===== src/rtl/cal_parser.sv =====
// Serial ASCII calculator: parses "A op B =" from a byte stream
// and emits a signed 21-bit result or a one-cycle error pulse.
module cal_parser (
  input  logic        clk,
  input  logic        n_rst,
  input  logic [7:0]  rx_data,
  input  logic        rx_valid,
  output logic [20:0] result,
  output logic        res_valid,
  output logic        err,
  output logic        busy
);

  typedef enum logic [1:0] {
    S_A,
    S_B,
    S_CALC,
    S_SKIP
  } state_t;

  typedef enum logic [1:0] {
    OP_ADD,
    OP_SUB,
    OP_MUL
  } op_t;

  state_t      state, state_n;
  op_t         op, op_n, op_byte;
  logic [9:0]  a, a_n, b, b_n;
  logic [1:0]  cnt, cnt_n;
  logic [20:0] res_n;
  logic        rv_n, err_n;
  logic        prev;

  logic        take;
  logic        is_dig, is_op, is_term, is_sp;
  logic [3:0]  dig;

  assign take    = rx_valid & ~prev;
  assign is_dig  = (rx_data >= 8'h30) && (rx_data <= 8'h39);
  assign is_op   = (rx_data == 8'h2B) || (rx_data == 8'h2D) ||
                   (rx_data == 8'h2A);
  assign is_term = (rx_data == 8'h3D) || (rx_data == 8'h0D);
  assign is_sp   = (rx_data == 8'h20);
  assign dig     = rx_data[3:0];
  assign op_byte = (rx_data == 8'h2D) ? OP_SUB :
                   (rx_data == 8'h2A) ? OP_MUL : OP_ADD;

  assign busy = (state != S_A) || (cnt != 2'd0);

  always_ff @(posedge clk or negedge n_rst) begin
    if (!n_rst) begin
      state     <= S_A;
      a         <= '0;
      b         <= '0;
      op        <= OP_ADD;
      cnt       <= '0;
      result    <= '0;
      res_valid <= 1'b0;
      err       <= 1'b0;
      prev      <= 1'b0;
    end else begin
      state     <= state_n;
      a         <= a_n;
      b         <= b_n;
      op        <= op_n;
      cnt       <= cnt_n;
      result    <= res_n;
      res_valid <= rv_n;
      err       <= err_n;
      prev      <= rx_valid;
    end
  end

  always_comb begin
    state_n = state;
    a_n     = a;
    b_n     = b;
    op_n    = op;
    cnt_n   = cnt;
    res_n   = result;
    rv_n    = 1'b0;
    err_n   = 1'b0;
    unique case (state)
      S_A: begin
        if (take) begin
          unique case (1'b1)
            is_dig && cnt != 2'd3: begin
              a_n   = a * 10'd10 + 10'(dig);
              cnt_n = cnt + 2'd1;
            end
            is_op && cnt != 2'd0: begin
              op_n    = op_byte;
              cnt_n   = 2'd0;
              state_n = S_B;
            end
            is_sp: ;
            // empty lines are not errors
            is_term && cnt == 2'd0: ;
            default: begin
              err_n   = 1'b1;
              a_n     = '0;
              b_n     = '0;
              op_n    = OP_ADD;
              cnt_n   = '0;
              state_n = S_SKIP;
            end
          endcase
        end
      end
      S_B: begin
        if (take) begin
          unique case (1'b1)
            is_dig && cnt != 2'd3: begin
              b_n   = b * 10'd10 + 10'(dig);
              cnt_n = cnt + 2'd1;
            end
            is_term && cnt != 2'd0: state_n = S_CALC;
            is_sp: ;
            default: begin
              err_n   = 1'b1;
              a_n     = '0;
              b_n     = '0;
              op_n    = OP_ADD;
              cnt_n   = '0;
              state_n = S_SKIP;
            end
          endcase
        end
      end
      S_CALC: begin
        unique case (op)
          OP_SUB:  res_n = 21'(a) - 21'(b);
          OP_MUL:  res_n = 21'(a) * 21'(b);
          default: res_n = 21'(a) + 21'(b);
        endcase
        rv_n    = 1'b1;
        a_n     = '0;
        b_n     = '0;
        op_n    = OP_ADD;
        cnt_n   = '0;
        state_n = S_A;
      end
      S_SKIP: begin
        if (take && is_term) state_n = S_A;
      end
      default: state_n = S_A;
    endcase
  end

endmodule


===== config.mk =====
export PLATFORM = sky130hd
export DESIGN_NAME = cal_parser
export DESIGN_NICKNAME = d
export VERILOG_FILES = /design/src/rtl/cal_parser.sv
export SDC_FILE = /design/constraint.sdc
export NUM_CORES = 1
export LEC_CHECK = 0
export CAP_MARGIN = 20
export CELL_PAD_IN_SITES_DETAIL_PLACEMENT = 0
export CELL_PAD_IN_SITES_GLOBAL_PLACEMENT = 1
export CORE_ASPECT_RATIO = 1.2
export CORE_MARGIN = 5
export CORE_UTILIZATION = 50
export DETAILED_ROUTE_END_ITERATION = 10
export DONT_BUFFER_PORTS = 1
export PLACE_DENSITY_LB_ADDON = 0.3
export SLEW_MARGIN = 10
export SYNTH_ARGS = -nofsm -noshare
export SYNTH_HDL_FRONTEND = slang
export SYNTH_SLANG_ARGS = --single-unit

===== constraint.sdc =====
create_clock -name clk -period 7.8 [get_ports clk]
set_clock_uncertainty 0.2 [all_clocks]
set_input_delay 1.17 -clock clk [delete_from_list [all_inputs] [get_ports clk]]
set_output_delay 1.17 -clock clk [all_outputs]
set_load 0.01 [all_outputs]

==> results of run 1 <==
-- logic make-up (layout without fill, tap and decap cells) --
kind of cell,Yosys count,after routing,synth area share (%)
adder cells (fa/ha/maj),180,180,36.63
XOR/XNOR,47,47,5.458
flip-flops,50,50,16.59
AND/OR/NAND/NOR,263,263,17.78
buffers and inverters,132,112,6.967
AO/OA/AOI/OAI,166,166,16.14
multiplexers,3,3,0.4313
-- power groups by stage --
stage	clock [mW]	combinational (mW)	sequential (mW)
5_1_grt	0.253	0.368	0.322
3_3_place_gp	0	0.321	0.323
6_report	0.239	0.327	0.318
4_1_cts	0.244	0.326	0.319
2_1_floorplan	0	0.273	0.312
3_5_place_dp	0	0.324	0.324
-- sequential cells by signal, indices dropped and copies added (netlist names) --
signal	cells
a	10
b	10
cnt	2
err	1
op	2
prev	1
res_valid	1
result	21
state	2
-- layout by cell type, fill, tap and decap left out, drive strengths merged, types with 3 or more instances in the layout --
cell,count
ha,112
nand3,12
a21o,14
nor2b,5
nand2,88
nor2,52
nor4,7
o21ai,30
dfrtp,50
a221o,10
a31oi,3
inv,102
o21a,6
a21oi,40
fa,68
o21bai,3
xor2,16
nand2b,16
or2,3
xnor2,31
clkbuf,5
and2,47
nor3,13
a221oi,4
or3,4
nor3b,4
o31ai,25
a211oi,7
-- routing by layer --
| metal | GRT usage, % | routed length, µm | share of wire, % | vias to the layer above |
|---|---|---|---|---|
| li1 | - | - | - | 2799 |
| met1 | 27.04 | 7700 | 43 | 2861 |
| met2 | 39.26 | 9102 | 51 | 125 |
| met3 | 3.795 | 903 | 5.0 | 22 |
| met4 | 5.248 | 306 | 1.7 | 0 |
| met5 | 0 | 0 | 0 | - |
-- final timing paths --
| check | startpoint | end | slack, ns | cells past startpoint |
|---|---|---|---|---|
| min in group asynchronous | n_rst | result[9] | 0.34 | 0 |
| max in group asynchronous | n_rst | b[8] | 6.95 | 0 |
| hold reg to reg | cnt[1] | cnt[1] | 0.31 | 2 |
| setup / recovery | a[1] | result[19] | 1.95 | 19 |
| hold / removal | cnt[1] | cnt[1] | 0.31 | 2 |
| setup reg to reg | a[1] | result[19] | 1.95 | 19 |
-- worst max-delay path: stages, from the launching register on --
cell and delay [ns]:
dfrtp_1 0.56, inv_1 0.30, nor2_1 0.10, fa_1 0.46
fa_1 0.54, inv_1 0.05, fa_1 0.47, inv_1 0.05
fa_1 0.52, inv_1 0.05, fa_1 0.52, inv_1 0.04
ha_1 0.34, a211oi_1 0.23, o211a_1 0.22, nor3_2 0.06
o21ai_2 0.18, nand2b_2 0.10, and4_1 0.18, or4b_4 0.50
-- final cells by class --
| class | instances | area [µm²] | area share (%) |
|---|---|---|---|
| inverters | 102 | 382.9 | 4.896 |
| repair buffers | 2 | 15.01 | 0.1920 |
| multi-input cells | 659 | 5766 | 73.73 |
| flip-flops and latches | 50 | 1251 | 16.00 |
| well taps | 204 | 255.2 | 3.264 |
| clock inverters | 3 | 25.02 | 0.3200 |
| clock buffers | 5 | 125.1 | 1.600 |
==> impl_metrics.py, run 1 <==
metrics = {
    "critical_path": {
        "crit_path_start_kind": "flip-flop",
        "worstPathRequired_ns": 7.77,
        "path_max_fanout": 11,
        "critical_path_arrival_ns": 5.82,
        "critical_path.endpoint_type": "flip-flop",
        "timing.setup.critical_path_class": "reg2reg",
    },
    "cts": {
        "cts-root-to-sink-buffers": 2,
        "clk_root_buffer_cell": "clkbuf_16",
        "cts_tree": "yes",
        "cts.repair.resized": 0,
        "htreeDepth": 2,
        "cts_setup_buffers": 0,
        "ctsHoldBuffers": 0,
        "insertion_delay_ns": 0.31,
        "clock_sinks": 50,
        "clk_pin_slew_ns": 0.08,
        "numCtsBuffers": 5,
    },
    "pwr": {
        "power.leakage_nw": 4.026,
        "internal_power_mw": 0.5113,
        "power.total_mw": 0.8836,
        "power.density_cell_area_nw_per_um2": 113.0,
        "worst_ir_drop_vdd_mv": 0.1743,
        "seqPwrFrac_pct": 35.9,
        "netSwitchingPower_mw": 0.3723,
        "power.clock.fraction_pct": 27.0,
        "combPwrFrac_pct": 37.0,
        "power.switching_fraction_pct": 42.13,
    },
    "die": {
        "initial_core_utilization_pct": 50.63,
        "chipWidth_um": 122.1,
        "rows": 49,
        "floorplan.die.height_um": 144.5,
        "die_area_um2": 17650,
        "floorplan.io_pins": 35,
        "core-area_um2": 14900,
    },
    "yosys": {
        "synthesis.nets": 1032,
        "yosys_register_bits": 50,
        "synthDistinctLibCells": 77,
        "ys_seq_area_share_pct": 16.59,
        "synth_async_sr_flop_share_pct": 100.0,
        "synth_top_cells_by_area": "ha_1 (19%), fa_1 (18%), dfrtp_1 (17%)",
        "netlist_area_um2": 7542,
        "area_share_of_the_leading_cell_type_in_the_synthesized_netlist_pct": 18.58,
        "syn-instance-count": 841,
        "ys.flop_type": "dfrtp_1",
        "synth_enable_flop_cells": 0,
        "synth_area_leader_cell": "ha_1",
        "yosys-top-cells-count": "ha_1 (112), inv_1 (100), nand2_1 (88)",
        "post-synth-top-count-cell": "ha_1",
        "yosysWarningCount": 0,
        "mapped_avg_cell_area_um2": 8.968,
    },
    "global_routing": {
        "grt_pass1_wl_mm": 30.56,
        "globalRouteTotalUtil_pct": 21.75,
        "largest_net_degree_at_the_start_of_global_routing": 51,
        "initial_antenna_violation_count": 0,
        "number_of_global_route_vias_before_repair": 6061,
        "final_global_route_overflow_total": 0,
    },
    "sta": {
        "max_freq_mhz": 171.0,
        "finalSetupViolCount": 0,
        "tightestPinTransition_ns": 0.7788,
        "final_period_minus_worst_setup_slack_ns": 5.847,
        "timing.final.max_slew_violations": 0,
        "tns_ns": 0,
        "grt_setup_unrepaired": "false",
        "final-hold-violation-count": 0,
        "slew_headroom_pct": 48.08,
        "hold_slack_final_ns": 0.3127,
        "final_min_period_over_clock_period_pct": 74.96,
        "postLayoutSetupSlackWorst_ns": 1.953,
    },
    "drt": {
        "postRouteWirelength_mm": 18.01,
        "drt-initial-drc-count": 279,
        "antenna_violating_nets_post_route": 0,
        "drt-pass1-iter-count": 5,
        "post_drt_via_cell_ratio": 5.665,
        "route.vias.total": 5807,
        "post-route-drc-count": 0,
        "route.detailed.wl_per_inst_um": 17.57,
    },
    "final_layout": {
        "final_core_utilization_pct": 52.49,
        "final.fill_count": 1444,
        "final_design_area_no_fill_um2": 7820,
        "count_of_antenna_diodes_in_the_layout": 0,
        "ratio_of_cells_with_drive_above_1_in_the_final_layout_pct": 5.238,
        "synthToLayoutAreaGrowth_pct": 3.683,
        "nNetsFinal": 1011,
        "instances_no_fill": 1025,
    },
    "placed_design": {
        "hpwl_mm": 14.95,
        "routabilityCongestion": 0.8774,
        "placement.cell_area_um2": 7670,
        "dp.cells": 1017,
        "preCtsSetupSlack_ns": 1.973,
        "io_buffer_count": 0,
    },
    "run": {
        "max-cap-violations": 0,
    },
    "outcome": {
        "status": "finished clean",
    },
    "worst_hold_path": {
        "holdCritPathClass": "reg2reg",
    },
}
Note: power is estimated with default switching activity, not from simulation.
==> run 2: changes to the inputs <==
Clock period 7.8 ns to 5.7 ns, I/O delays scaled along.
==> run 2 against run 1 <==
  * Via count fell by 0.24%
  * Largest cell class unchanged
  * First-iteration DRC count rose by 17%
  * Die area stayed put
  * Sequential share of layout area fell by 0.34 points
  * Count of clock-buffer cells in the layout up 1
==> impl_metrics.py, run 2 (synthesized netlist as in run 1, its figures left out) <==
metrics = {
    "outcome": {
        "status": "finished clean",
    },
    "placed_design": {
        "preCtsSetupSlack_ns": 0.1154,
        "hpwl_mm": 15.45,
        "routabilityCongestion": 0.9304,
        "io_buffer_count": 0,
        "placement.cell_area_um2": 7828,
    },
    "cts": {
        "clk_pin_slew_ns": 0.07,
        "cts_tree": "yes",
        "numCtsBuffers": 5,
        "htreeDepth": 2,
        "clk_root_buffer_cell": "clkbuf_16",
        "clock_sinks": 50,
        "cts-root-to-sink-buffers": 2,
        "insertion_delay_ns": 0.31,
    },
    "pwr": {
        "power.density_cell_area_nw_per_um2": 154.9,
        "power.total_mw": 1.241,
        "worst_ir_drop_vdd_mv": 0.2545,
        "power.leakage_nw": 4.149,
    },
    "drt": {
        "antenna_violating_nets_post_route": 0,
        "post_drt_via_cell_ratio": 5.528,
        "post-route-drc-count": 0,
        "postRouteWirelength_mm": 18.47,
        "drt-pass1-iter-count": 5,
        "route.detailed.wl_per_inst_um": 17.62,
        "drt-initial-drc-count": 326,
        "route.vias.total": 5793,
    },
    "die": {
        "chipWidth_um": 122.1,
        "rows": 49,
        "floorplan.die.height_um": 144.5,
        "initial_core_utilization_pct": 50.63,
        "core-area_um2": 14900,
        "floorplan.io_pins": 35,
        "die_area_um2": 17650,
    },
    "critical_path": {
        "critical_path.slowest_cell": "fa_1",
        "path_buf_inv": 4,
        "cp_common_cell": "fa_1",
        "critical-path-top-delay-family": "adder cells",
        "path_max_fanout": 13,
        "crit_path_start_kind": "flip-flop",
        "critical_path_arrival_ns": 5.51,
        "timing.setup.critical_path_class": "reg2reg",
        "worstPathRequired_ns": 5.67,
        "critical_path.endpoint_type": "flip-flop",
        "delay_of_the_slowest_critical_path_stage_ns": 0.56,
        "critical_path.cell_chain": "and2_1 -> fa_1 -> fa_1 -> inv_1 -> fa_1 -> inv_1 -> fa_1 -> inv_1 -> fa_1 -> inv_1 -> ha_1 -> a211oi_1 -> o211a_1 -> nor3_2 -> o21ai_2 -> nand2b_2 -> and4_1 -> or4b_4",
    },
    "run": {
        "max-cap-violations": 0,
    },
    "sta": {
        "final_min_period_over_clock_period_pct": 97.24,
        "slew_headroom_pct": 47.06,
        "finalSetupViolCount": 0,
        "tightestPinTransition_ns": 0.7942,
        "timing.final.max_slew_violations": 0,
        "final_period_minus_worst_setup_slack_ns": 5.543,
        "final-hold-violation-count": 0,
        "hold_slack_final_ns": 0.03872,
        "max_freq_mhz": 180.4,
        "postLayoutSetupSlackWorst_ns": 0.1574,
    },
    "final_layout": {
        "layout.cells.most_common": "ha_1",
        "final_design_area_no_fill_um2": 8013,
        "nNetsFinal": 1034,
        "registers.top_by_ff_count": "result",
        "most_frequent_cells_in_the_layout": "ha_1 (112), inv_1 (100), nand2_1 (88)",
        "largestRegisters": "result: 21 flops, a: 10 flops, b: 10 flops",
        "count_of_antenna_diodes_in_the_layout": 0,
        "synthToLayoutAreaGrowth_pct": 6.237,
        "ratio_of_cells_with_drive_above_1_in_the_final_layout_pct": 8.057,
        "number_of_flip_flops_in_the_largest_register": 21,
    },
    "global_routing": {
        "grt_pass1_wl_mm": 31.08,
        "globalRouteTotalUtil_pct": 22.29,
        "initial_antenna_violation_count": 0,
        "number_of_global_route_vias_before_repair": 6098,
        "final_global_route_overflow_total": 0,
        "largest_net_degree_at_the_start_of_global_routing": 51,
    },
    "worst_hold_path": {
        "holdCritPathClass": "in2async",
    },
}
run 2: worst reg2reg max path: stages, from the launching register on:
cell and delay, ns:
dfrtp_2 0.50, and2_1 0.18, fa_1 0.39, fa_1 0.56, inv_1 0.06, fa_1 0.47, inv_1 0.05, fa_1 0.53
inv_1 0.05, fa_1 0.53, inv_1 0.04, ha_1 0.35, a211oi_1 0.24, o211a_1 0.21, nor3_2 0.06, o21ai_2 0.18
nand2b_2 0.10, and4_1 0.19, or4b_4 0.49
run 2: worst paths after layout:
check / from / endpoint / slack [ns] / cells past startpoint
worst max register to register: a[3] / result[19] / 0.16 / 18
worst max-delay path: a[3] / result[19] / 0.16 / 18
worst min register to register: cnt[1] / cnt[1] / 0.32 / 2
worst min-delay path: n_rst / result[3] / 0.04 / 0
min in group clk: cnt[1] / cnt[1] / 0.32 / 2
max in group asynchronous: n_rst / b[3] / 5.15 / 0
run 2: layer usage:
layer	GRT usage (%)	vias up	share of wire, %
li1	-	2845	-
met1	27.88	2802	44
met2	39.87	119	50
met3	3.873	27	3.9
met4	5.719	0	2.2
met5	0	-	0
run 2: area by class of cell:
type	instances	area (µm²)
Sequential cell	50	1255
Timing Repair Buffer	25	187.7
Fill cell	1368	6885
Clock inverter	2	37.54
Inverter	102	382.9
Clock buffer	6	128.9
Tap cell	204	255.2
Multi-Input combinational cell	659	5766
run 2: report_power, final:
part           switching (mW)  internal, mW
Combinational           0.310         0.152
Clock                   0.144         0.208
Sequential             0.0384         0.389
run 2: repair_timing:
item / CTS / global route
resized for setup: 0 / 3
buffers inserted: 0 / 2
hold buffers: 0 / 0
setup endpoints to repair: 0 / 3
run 2: per-stage QoR:
| step | cells | util (%) | TNS, ns |
|---|---|---|---|
| 2_1_floorplan | 841 | - | 0 |
| 3_3_place_gp | 1038 | 52.54 | 0 |
| 3_5_place_dp | 1038 | 52.54 | 0 |
| 4_1_cts | 1046 | 53.66 | 0 |
| 5_1_grt | 1048 | 53.78 | -0.01054 |
| 6_report | 1048 | 53.78 | 0 |
